[src/rtl/cpu_sequencer_pkg.sv]
// cpu_sequencer_pkg
// Shared definitions for the CPU sequencer and the control decoder:
//   - state_t     : 4-bit STATE_* codes produced by the decoder
//   - OP_*        : 4-bit opcode constants (upper nibble of the instruction)
//   - DEF_CYCLE_W / DEF_CYCLE_MAX : default micro-cycle counter geometry
//   - captures_zero() : states on which the ALU zero flag is latched
package cpu_sequencer_pkg;

  localparam int DEF_CYCLE_W   = 4;
  localparam int DEF_CYCLE_MAX = 6;

  typedef enum logic [3:0] {
    STATE_FETCH_PC   = 4'd0,
    STATE_FETCH_INST = 4'd1,
    STATE_HALT       = 4'd2,
    STATE_OUT_A      = 4'd3,
    STATE_NEXT       = 4'd4,
    STATE_JUMP       = 4'd5,
    STATE_SKIP_JUMP  = 4'd6,
    STATE_LOAD_ADDR  = 4'd7,
    STATE_RAM_A      = 4'd8,
    STATE_RAM_B      = 4'd9,
    STATE_STORE_A    = 4'd10,
    STATE_ADD        = 4'd11,
    STATE_SUB        = 4'd12
  } state_t;

  localparam logic [3:0] OP_NOP = 4'h0;
  localparam logic [3:0] OP_LDA = 4'h1;
  localparam logic [3:0] OP_ADD = 4'h2;
  localparam logic [3:0] OP_SUB = 4'h3;
  localparam logic [3:0] OP_STA = 4'h4;
  localparam logic [3:0] OP_LDI = 4'h5;
  localparam logic [3:0] OP_JMP = 4'h6;
  localparam logic [3:0] OP_JZ  = 4'h7;
  localparam logic [3:0] OP_OUT = 4'hE;
  localparam logic [3:0] OP_HLT = 4'hF;

  // States whose ALU result is meaningful for the zero flag.
  function automatic logic captures_zero(input state_t s);
    return (s == STATE_ADD) || (s == STATE_SUB) || (s == STATE_RAM_A);
  endfunction

endpackage

[src/rtl/cpu_sequencer_if.sv]
// cpu_sequencer_if
// Bundle between the control decoder (master) and the sequencer (slave).
//   master drives : state, bus, alu_zero, step
//   slave drives  : cycle, opcode, eq_zero, halted, seq_err
// Signalling: there is no valid/ready pair on this link. Every input is
// sampled on each rising clk edge and every output is a register, so the
// decoder sees a new value exactly one clock after the edge producing it.
interface cpu_sequencer_if #(
  parameter int CYCLE_W = cpu_sequencer_pkg::DEF_CYCLE_W
);
  import cpu_sequencer_pkg::*;

  state_t             state;
  logic [7:0]         bus;
  logic               alu_zero;
  logic               step;
  logic [CYCLE_W-1:0] cycle;
  logic [3:0]         opcode;
  logic               eq_zero;
  logic               halted;
  logic               seq_err;

  modport master (
    output state, bus, alu_zero, step,
    input  cycle, opcode, eq_zero, halted, seq_err
  );

  modport slave (
    input  state, bus, alu_zero, step,
    output cycle, opcode, eq_zero, halted, seq_err
  );

endinterface

[src/rtl/cpu_sequencer.sv]
// cpu_sequencer
// Micro-cycle counter and instruction-capture stage ahead of the control
// decoder. Counts micro-cycles, resets the count on STATE_NEXT, flags an
// overrun past CYCLE_MAX, latches the opcode nibble and the zero flag, and
// freezes on STATE_HALT until reset.
// Ports:
//   clk   : rising-edge clock
//   reset : synchronous, active-high
//   seq   : cpu_sequencer_if.slave (state/bus/alu_zero/step in,
//           cycle/opcode/eq_zero/halted/seq_err out)
// Optional build macro SEQ_SINGLE_STEP_EN: when defined, every update is
// gated by the rising edge of seq.step; otherwise step is ignored.
module cpu_sequencer
  import cpu_sequencer_pkg::*;
#(
  parameter int CYCLE_W   = DEF_CYCLE_W,
  parameter int CYCLE_MAX = DEF_CYCLE_MAX
) (
  input  logic           clk,
  input  logic           reset,
  cpu_sequencer_if.slave seq
);

  localparam logic [CYCLE_W-1:0] CYC_LAST = CYCLE_W'(CYCLE_MAX);

  logic [CYCLE_W-1:0] cycle_r, cycle_nxt;
  logic [3:0]         opcode_r, opcode_nxt;
  logic               zero_r, zero_nxt;
  logic               halted_r, halted_nxt;
  logic               err_r, err_nxt;
  logic               adv_en;

`ifdef SEQ_SINGLE_STEP_EN
  // One-register edge detector: a single advance per step press.
  logic step_q;

  always_ff @(posedge clk) begin
    if (reset) step_q <= 1'b0;
    else       step_q <= seq.step;
  end

  assign adv_en = seq.step & ~step_q;

  logic unused_bits;
  assign unused_bits = ^seq.bus[3:0];
`else
  assign adv_en = 1'b1;

  logic unused_bits;
  assign unused_bits = ^{seq.bus[3:0], seq.step};
`endif

  // Next-value logic. Halt wins over the counter rules, and a halted
  // machine holds every register; opcode and zero captures are independent
  // of which counter rule fires.
  always_comb begin
    cycle_nxt  = cycle_r;
    opcode_nxt = opcode_r;
    zero_nxt   = zero_r;
    halted_nxt = halted_r;
    err_nxt    = err_r;
    if (adv_en && !halted_r) begin
      if (seq.state == STATE_HALT) begin
        halted_nxt = 1'b1;
      end else if (seq.state == STATE_NEXT) begin
        cycle_nxt = '0;
      end else if (cycle_r == CYC_LAST) begin
        cycle_nxt = '0;
        err_nxt   = 1'b1;
      end else begin
        cycle_nxt = cycle_r + 1'b1;
      end
      if (seq.state == STATE_FETCH_INST) opcode_nxt = seq.bus[7:4];
      if (captures_zero(seq.state))      zero_nxt   = seq.alu_zero;
    end
  end

  always_ff @(posedge clk) begin
    if (reset) begin
      cycle_r  <= '0;
      opcode_r <= 4'h0;
      zero_r   <= 1'b0;
      halted_r <= 1'b0;
      err_r    <= 1'b0;
    end else begin
      cycle_r  <= cycle_nxt;
      opcode_r <= opcode_nxt;
      zero_r   <= zero_nxt;
      halted_r <= halted_nxt;
      err_r    <= err_nxt;
    end
  end

  assign seq.cycle   = cycle_r;
  assign seq.opcode  = opcode_r;
  assign seq.eq_zero = zero_r;
  assign seq.halted  = halted_r;
  assign seq.seq_err = err_r;

endmodule

[src/flat_wrapper.sv]
// flat-port wrapper written by rule: the top's interface ports become plain ports
module cpu_sequencer_flat import cpu_sequencer_pkg::*;
#(
  parameter int CYCLE_W   = DEF_CYCLE_W,
  parameter int CYCLE_MAX = DEF_CYCLE_MAX
)
  (clk, reset, seq_state, seq_bus, seq_alu_zero, seq_step, seq_cycle, seq_opcode, seq_eq_zero, seq_halted, seq_seq_err);
  cpu_sequencer_if #(.CYCLE_W(CYCLE_W)) seq_i ();
  input  logic clk;
  input  logic reset;
  input wire logic [$bits(seq_i.state)-1:0] seq_state;
  input wire logic [$bits(seq_i.bus)-1:0] seq_bus;
  input wire logic [$bits(seq_i.alu_zero)-1:0] seq_alu_zero;
  input wire logic [$bits(seq_i.step)-1:0] seq_step;
  output wire logic [$bits(seq_i.cycle)-1:0] seq_cycle;
  output wire logic [$bits(seq_i.opcode)-1:0] seq_opcode;
  output wire logic [$bits(seq_i.eq_zero)-1:0] seq_eq_zero;
  output wire logic [$bits(seq_i.halted)-1:0] seq_halted;
  output wire logic [$bits(seq_i.seq_err)-1:0] seq_seq_err;
  assign seq_i.state = seq_state;
  assign seq_i.bus = seq_bus;
  assign seq_i.alu_zero = seq_alu_zero;
  assign seq_i.step = seq_step;
  assign seq_cycle = seq_i.cycle;
  assign seq_opcode = seq_i.opcode;
  assign seq_eq_zero = seq_i.eq_zero;
  assign seq_halted = seq_i.halted;
  assign seq_seq_err = seq_i.seq_err;
  cpu_sequencer #(.CYCLE_W(CYCLE_W), .CYCLE_MAX(CYCLE_MAX)) u_core (.clk(clk), .reset(reset), .seq(seq_i));
endmodule
[config.mk]
export PLATFORM = sky130hd
export DESIGN_NAME = cpu_sequencer_flat
export DESIGN_NICKNAME = d
export VERILOG_FILES = /design/src/rtl/cpu_sequencer_pkg.sv /design/src/rtl/cpu_sequencer_if.sv /design/src/rtl/cpu_sequencer.sv /design/src/flat_wrapper.sv
export SDC_FILE = /design/constraint.sdc
export NUM_CORES = 1
export LEC_CHECK = 0
export ABC_AREA = 1
export ABC_CLOCK_PERIOD_IN_PS = 3550
export BUFFER_PORTS_ARGS = -buffer_cell sky130_fd_sc_hd__clkbuf_2
export CORE_AREA = 2 2 39 41
export DETAILED_ROUTE_END_ITERATION = 7
export DIE_AREA = 0 0 41 43
export GPL_ROUTABILITY_DRIVEN = 1
export PLACE_DENSITY = 0.78
export SETUP_SLACK_MARGIN = 0.05
export SYNTH_ARGS = -nofsm -noshare
export SYNTH_HDL_FRONTEND = slang
export SYNTH_SLANG_ARGS = --single-unit
[constraint.sdc]
create_clock -name clk -period 3.55 [get_ports clk]
set_clock_uncertainty 0.15 [all_clocks]
set_input_delay 0.1775 -clock clk [delete_from_list [all_inputs] [get_ports clk]]
set_output_delay 0.1775 -clock clk [all_outputs]
set_load 0.005 [all_outputs]
==> results of run 1 <==
-- metrics by stage --
stage / setup slack [ns] / power [uW] / util (%) / hold WS (ns)
after floorplan: 2.318 / 165.9 / - / 0.09657
after global placement: 2.219 / 183.8 / 50.18 / 0.2553
after detailed placement: 2.224 / 185.5 / 50.18 / 0.2498
after CTS: 2.194 / 275.1 / 54.97 / 0.004332
after global routing: 2.061 / 288.5 / 54.97 / 0.03345
final: 2.203 / 272.8 / 54.97 / 0.003001
-- how the worst max path moves through the flow --
| stage | endpoint | start |
|---|---|---|
| finish | u_core.seq.cycle[3] | u_core.seq.cycle[0] |
| global route | u_core.seq.cycle[3] | u_core.seq.cycle[0] |
| CTS | u_core.seq.cycle[3] | u_core.seq.cycle[0] |
| detailed placement | u_core.seq.cycle[3] | u_core.seq.cycle[0] |
| global placement | u_core.seq.cycle[3] | u_core.seq.cycle[0] |
| floorplan | u_core.seq.cycle[3] | u_core.seq.cycle[0] |
-- cell usage after synthesis --
cell type | n | area (sq um)
sky130_fd_sc_hd__nand2_4 | 2 | 22.52
sky130_fd_sc_hd__xor2_1 | 1 | 8.760
sky130_fd_sc_hd__dfxtp_1 | 11 | 220.2
sky130_fd_sc_hd__o21ai_1 | 5 | 25.02
sky130_fd_sc_hd__nand3_1 | 6 | 30.03
sky130_fd_sc_hd__nand4_1 | 1 | 6.260
sky130_fd_sc_hd__o21ai_0 | 1 | 5.000
sky130_fd_sc_hd__ha_1 | 2 | 25.02
sky130_fd_sc_hd__inv_1 | 7 | 26.28
sky130_fd_sc_hd__nor2_1 | 16 | 60.06
sky130_fd_sc_hd__clkinv_2 | 1 | 5.000
sky130_fd_sc_hd__nand4_2 | 1 | 12.51
sky130_fd_sc_hd__nand2_1 | 15 | 56.30
sky130_fd_sc_hd__inv_2 | 3 | 11.26
sky130_fd_sc_hd__a21oi_1 | 4 | 20.02
sky130_fd_sc_hd__nand2_2 | 1 | 6.260
sky130_fd_sc_hd__nor2_4 | 2 | 22.52
sky130_fd_sc_hd__nor2_2 | 1 | 6.260
-- tightest hold or removal path, cell delays in order --
cell and delay, ns:
sky130_fd_sc_hd__clkbuf_2 0.07, sky130_fd_sc_hd__o21ai_1 0.05, sky130_fd_sc_hd__nor2_1 0.08
-- registers in the layout (all words and copies together) (netlist names) --
signal              count
u_core.seq.seq_err      1
u_core.seq.opcode       4
u_core.seq.cycle        4
u_core.seq.halted       1
u_core.seq.eq_zero      1
-- cell type report --
cell class                 instances  share of cell area [%]
inverter                          11                   5.592
clock buffer                       4                   3.454
timing repair buffer              25                   19.08
multi-input combinational         58                   40.30
sequential                        11                   28.95
tap                               16                   2.632
-- per-layer routing --
layer  part of all wire (%)  vias up
li1                       -      312
met1                     45      249
met2                     48       12
met3                    5.4        2
met4                    1.5        0
met5                      0        -
-- repair_timing --
item                                   in CTS  in global routing
hold buffers                                4                  0
setup buffers                               0                  0
endpoints found under the hold margin       5                  0
-- kinds of logic after synthesis --
logic type,after synthesis
fa+ha+maj,2
flops,11
buf+inv,11
simple gates,45
xor+xnor,1
compound gates,10
-- report_power, final --
part	switching, uW	internal [uW]
registers	6.77	130
clock network	43.4	43.5
logic	26.0	23.1
==> impl_metrics.json, run 1 <==
{
  "outcome": "finished clean",
  "slowest_delay_ns": 0.40,
  "finalCriticalPeriod_ns": 1.347,
  "post_synth_mux_area_share_pct": 0,
  "placement.io_buffers": 21,
  "cts_tree": "done",
  "path_max_fanout": 5,
  "setup_total_negative_slack_ns": 0,
  "h-tree-depth": 1,
  "report.final.slew_viol_count": 0,
  "hold_path_depth": 3,
  "first_global_vias": 505,
  "vdd_ir_drop_max_v": 0.0002317,
  "use_met3_pct": 4.712,
  "worst_ep_arrival_time_ns": 1.42,
  "core_sq_mm": 0.001384,
  "area_occupied_by_multi_input_gates_sq_um": 306.5,
  "grt_setup_unrepaired": "false",
  "hpwlAfterDp_um": 907.4,
  "cts_max_path_buffers": 2,
  "timing_worst_slew_pin_value_ns": 0.2674,
  "worstRegToRegCells": 7,
  "post_synth_fa_ha_maj_area_fraction_pct": 4.396,
  "vias": 575,
  "use_met1_pct": 20.52,
  "finalHoldViolCount": 0,
  "endpoint_of_the_worst_hold_path": "u_core.seq.opcode[1]",
  "synth-compound-area-share_pct": 8.791,
  "clock_sink_count": 11,
  "std_cell_rows": 14,
  "ctsResizeCount": 0,
  "capturing_element_type_of_the_critical_path": "register",
  "synth_area_per_cell_sq_um": 7.116,
  "setup_violations": 0,
  "die_width_um": 41,
  "hold_path_startpoint": "seq_bus[5]",
  "antennaDiodeCount": 0,
  "antenna_found_initial": 0,
  "sequential_cell_area_sq_um": 220.2,
  "yosys_warnings": 0,
  "max_freq_ghz": 0.7426,
  "dpl-instance-area_sq_um": 694.4,
  "synthesis.nets": 98,
  "timing.critical_path.from_type": "register",
  "max_slew_headroom_pct": 82.15,
  "post_route_standard_cell_area_excluding_fillers_sq_um": 760.7,
  "number_of_cts_inserted_buffers": 3,
  "crit_cells": 7,
  "required_ns": 3.62,
  "r2r-start": "u_core.seq.cycle[0]",
  "final_layout_size_suffix_gt1_share_pct": 32.11,
  "global_route_wire_length_before_repair_mm": 1.952,
  "synth_top_family_by_area": "simple AND/OR/NAND/NOR gates",
  "reg2reg_slack_ns": 2.20,
  "mappedNetlistArea_sq_um": 569.3,
  "clock_tree.root_cell": "sky130_fd_sc_hd__clkbuf_4",
  "timing.final.crit_share_pct": 37.93,
  "wire_per_inst_um": 8.880,
  "cpMaxStageDelayCell": "sky130_fd_sc_hd__dfxtp_1",
  "reg2reg_to": "u_core.seq.cycle[3]",
  "fp.dieH_um": 43,
  "drt-pass1-iter-count": 4,
  "dp_cells": 117,
  "insertion_delay_ns": 0.27,
  "path_cells": "inv_1 > ha_1 > nand3_1 > nand2_1 > nor2_2 > nand3_1 > nand2_1",
  "gr-usage-all-layers_pct": 16.23,
  "routed_wirelength_mm": 1.110,
  "stdcell_count": 125,
  "synthesized_netlist_cell_count": 80,
  "synth-seq-area-share_pct": 38.68,
  "crit_buf_inv": 1,
  "worst_setup_hold_path_clk_slew_ns": 0.07,
  "power_density_mw_per_mm2": 358.6,
  "post_synth_xor_xnor_area_pct": 1.538,
  "synth_cell_type_count": 18,
  "final_net_count": 128,
  "viasPerCell": 4.600,
  "synth-seq-cells": 11,
  "n_fill_cell": 144,
  "simple_logic_cell_fraction_of_the_synthesized_area_pct": 39.12,
  "globalRouteOverflowTotal": 0,
  "drt_iter0_markers": 6,
  "hold_class": "in -> reg",
  "layer_carrying_the_most_global_route_usage": "met2",
  "criticalPathCategory": "reg -> reg",
  "count_of_maximum_capacitance_violations": 0,
  "detail-route-antenna-nets": 0,
  "synthToLayoutAreaGrowth_pct": 33.63,
  "total_leakage_power_uw": 0.0003962,
  "most_common_library_cell_in_the_layout_ignoring_fill_and_taps": "sky130_fd_sc_hd__clkbuf_2",
  "grt.met2_usage_pct": 24.06,
  "place_congestion": 0.7438,
  "drc": 0,
  "fp.dieArea_sq_mm": 0.001763,
  "pin_count": 27,
  "layout_common_cells": "sky130_fd_sc_hd__clkbuf_2, sky130_fd_sc_hd__nor2_1, sky130_fd_sc_hd__nand2_1",
  "cpLargestDelayFamily": "simple AND/OR/NAND/NOR gates",
  "largest_net_degree_at_the_start_of_global_routing": 9,
  "floorplan.initialDensity_pct": 41.14
}
(Power assumes the default switching activity.)
==> inputs of run 2 (changes only) <==
Settings changed: ABC_CLOCK_PERIOD_IN_PS 3550 to 1400, CORE_AREA 2 2 39 41 to default, CORE_UTILIZATION from default to 43, DIE_AREA 0 0 41 43 to default.
Clock period 3.55 ns to 1.4 ns, I/O delays scaled along.
==> run 2 against run 1 <==
Combinational power rose to 2.9 times the previous value. Final cell count is 0.80% higher. Total power grew to 2.6 times the previous value. Setup slack got worse by 2.1 ns. Sequential cell count unchanged. Sequential power grew to 2.5 times the previous value.
==> impl_metrics.json, run 2 (synthesized netlist as in run 1, its figures left out) <==
{
  "required_ns": 1.47,
  "power_density_mw_per_mm2": 893.1,
  "routed_wirelength_mm": 1.278,
  "path_max_fanout": 4,
  "criticalPathCategory": "reg -> reg",
  "number_of_cts_inserted_buffers": 3,
  "clock_sink_count": 11,
  "antennaDiodeCount": 0,
  "clock_tree.root_cell": "sky130_fd_sc_hd__clkbuf_4",
  "hold_class": "in -> reg",
  "endpoint_of_the_worst_hold_path": "u_core.seq.eq_zero",
  "n_fill_cell": 100,
  "cts_tree": "done",
  "pin_count": 27,
  "antenna_found_initial": 0,
  "drt-pass1-iter-count": 4,
  "globalRouteOverflowTotal": 0,
  "max_freq_ghz": 0.7903,
  "drt_iter0_markers": 15,
  "post_cts.repair.setup_buffers": 0,
  "capturing_element_type_of_the_critical_path": "register",
  "hold_path_depth": 4,
  "setup_total_negative_slack_ns": 0,
  "setup_violations": 0,
  "most_common_library_cell_in_the_layout_ignoring_fill_and_taps": "sky130_fd_sc_hd__clkbuf_2",
  "timing.final.crit_share_pct": 90.38,
  "final_net_count": 131,
  "placement.io_buffers": 21,
  "core_sq_mm": 0.001171,
  "finalCriticalPeriod_ns": 1.265,
  "global_route_wire_length_before_repair_mm": 1.987,
  "fin_worst_hold_slack_ns": 0.06202,
  "count_of_maximum_capacitance_violations": 0,
  "timing_worst_slew_pin_value_ns": 0.2806,
  "drc": 0,
  "report.final.slew_viol_count": 0,
  "timing.critical_path.from_type": "register",
  "hpwlAfterDp_um": 887.5,
  "fp.dieArea_sq_mm": 0.001473,
  "max_slew_headroom_pct": 81.27,
  "total_leakage_power_uw": 0.0004124,
  "layout_common_cells": "sky130_fd_sc_hd__clkbuf_2, sky130_fd_sc_hd__nor2_1, sky130_fd_sc_hd__nand2_1",
  "reg2reg_to": "u_core.seq.cycle[2]",
  "worst_ep_arrival_time_ns": 1.34,
  "worst_setup_hold_path_clk_slew_ns": 0.08,
  "wire_per_inst_um": 10.14,
  "place_congestion": 0.7757,
  "reg2reg_slack_ns": 0.13,
  "floorplan.initialDensity_pct": 48.61,
  "outcome": "finished clean",
  "h-tree-depth": 1,
  "std_cell_rows": 12,
  "final_layout_size_suffix_gt1_share_pct": 33.93,
  "insertion_delay_ns": 0.27,
  "first_global_vias": 484,
  "cts_max_path_buffers": 2,
  "vdd_ir_drop_max_v": 0.0004831,
  "r2r-start": "u_core.seq.cycle[0]",
  "power.total_uw": 707.3,
  "synthToLayoutAreaGrowth_pct": 39.12,
  "finalHoldViolCount": 0,
  "hold_path_startpoint": "seq_state[1]",
  "largest_net_degree_at_the_start_of_global_routing": 9,
  "worstRegToRegCells": 7,
  "fp.dieH_um": 38.39,
  "gr-usage-all-layers_pct": 19.78,
  "grt_setup_unrepaired": "true",
  "detail-route-antenna-nets": 0,
  "viasPerCell": 4.825,
  "die_width_um": 38.39,
  "vias": 608
}
run 2: layout make-up:
cell class | instances | area (sq um) | area share (%)
Clock buffer | 3 | 22.52 | 2.844
Multi-Input combinational cell | 58 | 311.5 | 39.34
Inverter | 11 | 42.54 | 5.371
Timing Repair Buffer | 28 | 172.7 | 21.80
Tap cell | 14 | 17.52 | 2.212
Clock inverter | 1 | 5.005 | 0.6319
Sequential cell | 11 | 220.2 | 27.80
run 2: critical path, stage by stage (launching register included):
cell	delay, ns
sky130_fd_sc_hd__dfxtp_1	0.32
sky130_fd_sc_hd__buf_4	0.14
sky130_fd_sc_hd__ha_1	0.22
sky130_fd_sc_hd__a21oi_1	0.14
sky130_fd_sc_hd__nand3_1	0.08
sky130_fd_sc_hd__nand2_1	0.07
sky130_fd_sc_hd__nand2_1	0.05
sky130_fd_sc_hd__inv_1	0.04
run 2: how the worst max path moves through the flow:
stage,from,end,slack (ns)
final,u_core.seq.cycle[0],u_core.seq.cycle[2],0.13
after floorplan,u_core.seq.cycle[0],u_core.seq.cycle[3],0.17
after detailed placement,u_core.seq.cycle[1],u_core.seq.cycle[0],0.16
after CTS,u_core.seq.cycle[0],u_core.seq.cycle[2],0.14
after global routing,u_core.seq.cycle[1],u_core.seq.cycle[1],0.04
after global placement,u_core.seq.cycle[0],u_core.seq.cycle[3],0.18
run 2: through the flow:
stage	util [%]	cells	cell area (sq um)	setup WS, ns
2_1_floorplan	-	80	569.3	0.1680
3_3_place_gp	59.72	116	699.4	0.1781
3_5_place_dp	59.72	116	699.4	0.1649
4_1_cts	67.20	126	787.0	0.1413
5_1_grt	67.63	126	792.0	0.04329
6_report	67.63	126	792.0	0.1347
run 2: timing repair:
| item | CTS | global route |
|---|---|---|
| endpoints found under the hold margin | 6 | 0 |
| endpoints found under the setup margin | 0 | 1 |
| hold buffers | 6 | 0 |
| resized for setup | 0 | 1 |
run 2: power by group:
group / switching [uW] / internal, uW
Sequential: 14.8 / 329
Clock: 115 / 106
Combinational: 74.7 / 67.0
run 2: metal layers:
layer / track usage [%] / vias to the layer above / share of wire, %
li1: - / 316 / -
met1: 24.29 / 260 / 44
met2: 32.63 / 28 / 46
met3: 3.488 / 4 / 7.7
met4: 10.34 / 0 / 1.9
met5: 0 / - / 0
==> inputs of run 3 (changes only) <==
Settings changed: RECOVER_POWER from default to 100.
==> run 3 against run 2 <==
Largest cell class unchanged. Wire length increased by 1.1%. Register-to-register slack lost 0.03 ns. Total power down 0.77%. Setup slack lost 0.031 ns. First-iteration DRC count grew 27%. Critical endpoint unchanged. Critical path depth stayed put. Clock power is essentially flat. Global-route usage unchanged. Count of clock-buffer cells in the layout did not move. Sequential cell count stayed put. Sequential share of layout area is 0.49 points higher.
==> impl_metrics.json, run 3 (synthesized netlist as in run 1, its figures left out) <==
{
  "outcome": "finished clean",
  "most_common_library_cell_in_the_layout_ignoring_fill_and_taps": "sky130_fd_sc_hd__clkbuf_2",
  "insertion_delay_ns": 0.27,
  "vdd_ir_drop_max_v": 0.0004817,
  "globalRouteOverflowTotal": 0,
  "hpwlAfterDp_um": 887.5,
  "layout_common_cells": "sky130_fd_sc_hd__clkbuf_2, sky130_fd_sc_hd__nor2_1, sky130_fd_sc_hd__nand2_1",
  "routed_wirelength_mm": 1.292,
  "std_cell_rows": 12,
  "fin_ws_ns": 0.1034,
  "timing.final.crit_share_pct": 92.62,
  "drc": 0,
  "comb_power_share_pct": 19.5,
  "power_density_mw_per_mm2": 901.8,
  "report.final.slew_viol_count": 0,
  "post-route-util_pct": 66.45,
  "total_leakage_power_uw": 0.0004061,
  "antennaDiodeCount": 0,
  "die_width_um": 38.39,
  "fp.dieArea_sq_mm": 0.001473,
  "setup_violations": 0,
  "p_sw_share_pct": 29.00,
  "largest_net_degree_at_the_start_of_global_routing": 9,
  "drt-pass1-iter-count": 4,
  "final_net_count": 131,
  "antenna_found_initial": 0,
  "core_sq_mm": 0.001171,
  "clock_sink_count": 11,
  "p_seq_share_pct": 49.0,
  "viasPerCell": 4.833,
  "max_freq_ghz": 0.7712,
  "p_clk_share_pct": 31.5,
  "internal_power_uw": 498.3,
  "gr-usage-all-layers_pct": 19.78,
  "clock_tree.root_cell": "sky130_fd_sc_hd__clkbuf_4",
  "pin_count": 27,
  "detail-route-antenna-nets": 0,
  "final_layout_size_suffix_gt1_share_pct": 28.57,
  "place_congestion": 0.7757,
  "vias": 609,
  "fp.dieH_um": 38.39,
  "first_global_vias": 484,
  "timing.critical_path.from_type": "register",
  "post_cts.repair.setup_buffers": 0,
  "cts_tree": "done",
  "capturing_element_type_of_the_critical_path": "register",
  "worst_setup_hold_path_clk_slew_ns": 0.08,
  "finalCriticalPeriod_ns": 1.297,
  "floorplan.initialDensity_pct": 48.61,
  "setup_total_negative_slack_ns": 0,
  "hold_class": "in -> reg",
  "max_slew_headroom_pct": 82.04,
  "wire_per_inst_um": 10.25,
  "number_of_cts_inserted_buffers": 3,
  "cts_max_path_buffers": 2,
  "path_max_fanout": 4,
  "worst_ep_arrival_time_ns": 1.32,
  "placement.io_buffers": 21,
  "timing_worst_slew_pin_value_ns": 0.2692,
  "count_of_maximum_capacitance_violations": 0,
  "h-tree-depth": 1,
  "criticalPathCategory": "reg -> reg",
  "required_ns": 1.42,
  "finalHoldViolCount": 0,
  "p_sw_uw": 203.5,
  "grt_setup_unrepaired": "true",
  "synthToLayoutAreaGrowth_pct": 36.70,
  "drt_iter0_markers": 19,
  "global_route_wire_length_before_repair_mm": 1.987,
  "detailedPlace.worstSlack_ns": 0.1649
}
-- run 3: cell count changes in the layout (fill, tap and decap cells not counted) --
| cell | previous run | this run |
|---|---|---|
| sky130_fd_sc_hd__nand4_1 | 1 | 2 |
| sky130_fd_sc_hd__o21ai_0 | 1 | 2 |
| sky130_fd_sc_hd__clkbuf_2 | 21 | 20 |
| sky130_fd_sc_hd__nor2_2 | 1 | 0 |
| sky130_fd_sc_hd__nand4_2 | 1 | 0 |
| sky130_fd_sc_hd__inv_1 | 7 | 9 |
| sky130_fd_sc_hd__nor2_1 | 16 | 17 |
| sky130_fd_sc_hd__clkbuf_1 | 0 | 2 |
| sky130_fd_sc_hd__o21ai_1 | 5 | 4 |
| sky130_fd_sc_hd__buf_4 | 1 | 0 |
| sky130_fd_sc_hd__inv_2 | 3 | 1 |
-- run 3: cell type report --
class	count	area [sq um]
timing repair buffer	28	167.7
sequential	11	220.2
fill	106	392.9
tap	14	17.52
multi-input combinational	58	302.8
clock buffer	3	22.52
clock inverter	1	5.005
inverter	11	42.54
-- run 3: per-stage QoR --
stage	cells	instance area (sq um)	power (uW)	hold WS, ns
CTS	126	787.0	704.8	0.06406
floorplan	80	569.3	420.6	-0.01093
finish	126	778.2	701.8	0.06274
global placement	116	699.4	471.4	0.1356
detailed placement	116	699.4	475.7	0.1396
global route	126	778.2	733.0	0.08219
-- run 3: path summary, 6_finish.rpt --
check / startpoint / end / slack, ns / cells past startpoint
max: u_core.seq.cycle[0] / u_core.seq.cycle[2] / 0.10 / 7
min: seq_state[1] / u_core.seq.eq_zero / 0.06 / 4
max reg2reg: u_core.seq.cycle[0] / u_core.seq.cycle[2] / 0.10 / 7
min reg2reg: u_core.seq.seq_err / u_core.seq.seq_err / 0.30 / 2
-- run 3: per-layer routing --
| metal | vias up | track usage, % | wire (um) |
|---|---|---|---|
| met5 | - | 0 | 0 |
| met4 | 0 | 10.34 | 29 |
| met3 | 5 | 3.488 | 85 |
| met2 | 26 | 32.63 | 588 |
| met1 | 260 | 24.29 | 588 |
| li1 | 318 | - | - |
-- run 3: power by group through the flow --
stage / Sequential (uW) / Clock (uW) / Combinational [uW]
2_1_floorplan: 353 / 0 / 67.5
3_3_place_gp: 350 / 0 / 121
3_5_place_dp: 351 / 0 / 124
4_1_cts: 344 / 221 / 140
5_1_grt: 347 / 236 / 150
6_report: 344 / 221 / 137
-- run 3: what timing repair did --
item	in CTS	in global routing
endpoints found under the hold margin	6	0
gates resized for setup	0	1
setup endpoints to repair	0	1
hold buffers	6	0
-- run 3: critical path: stages (launching register included) --
cell                       delay [ns]
sky130_fd_sc_hd__dfxtp_1         0.33
sky130_fd_sc_hd__clkbuf_1        0.19
sky130_fd_sc_hd__ha_1            0.22
sky130_fd_sc_hd__a21oi_1         0.08
sky130_fd_sc_hd__nand3_1         0.09
sky130_fd_sc_hd__nand2_1         0.05
sky130_fd_sc_hd__nand2_1         0.06
sky130_fd_sc_hd__inv_1           0.03
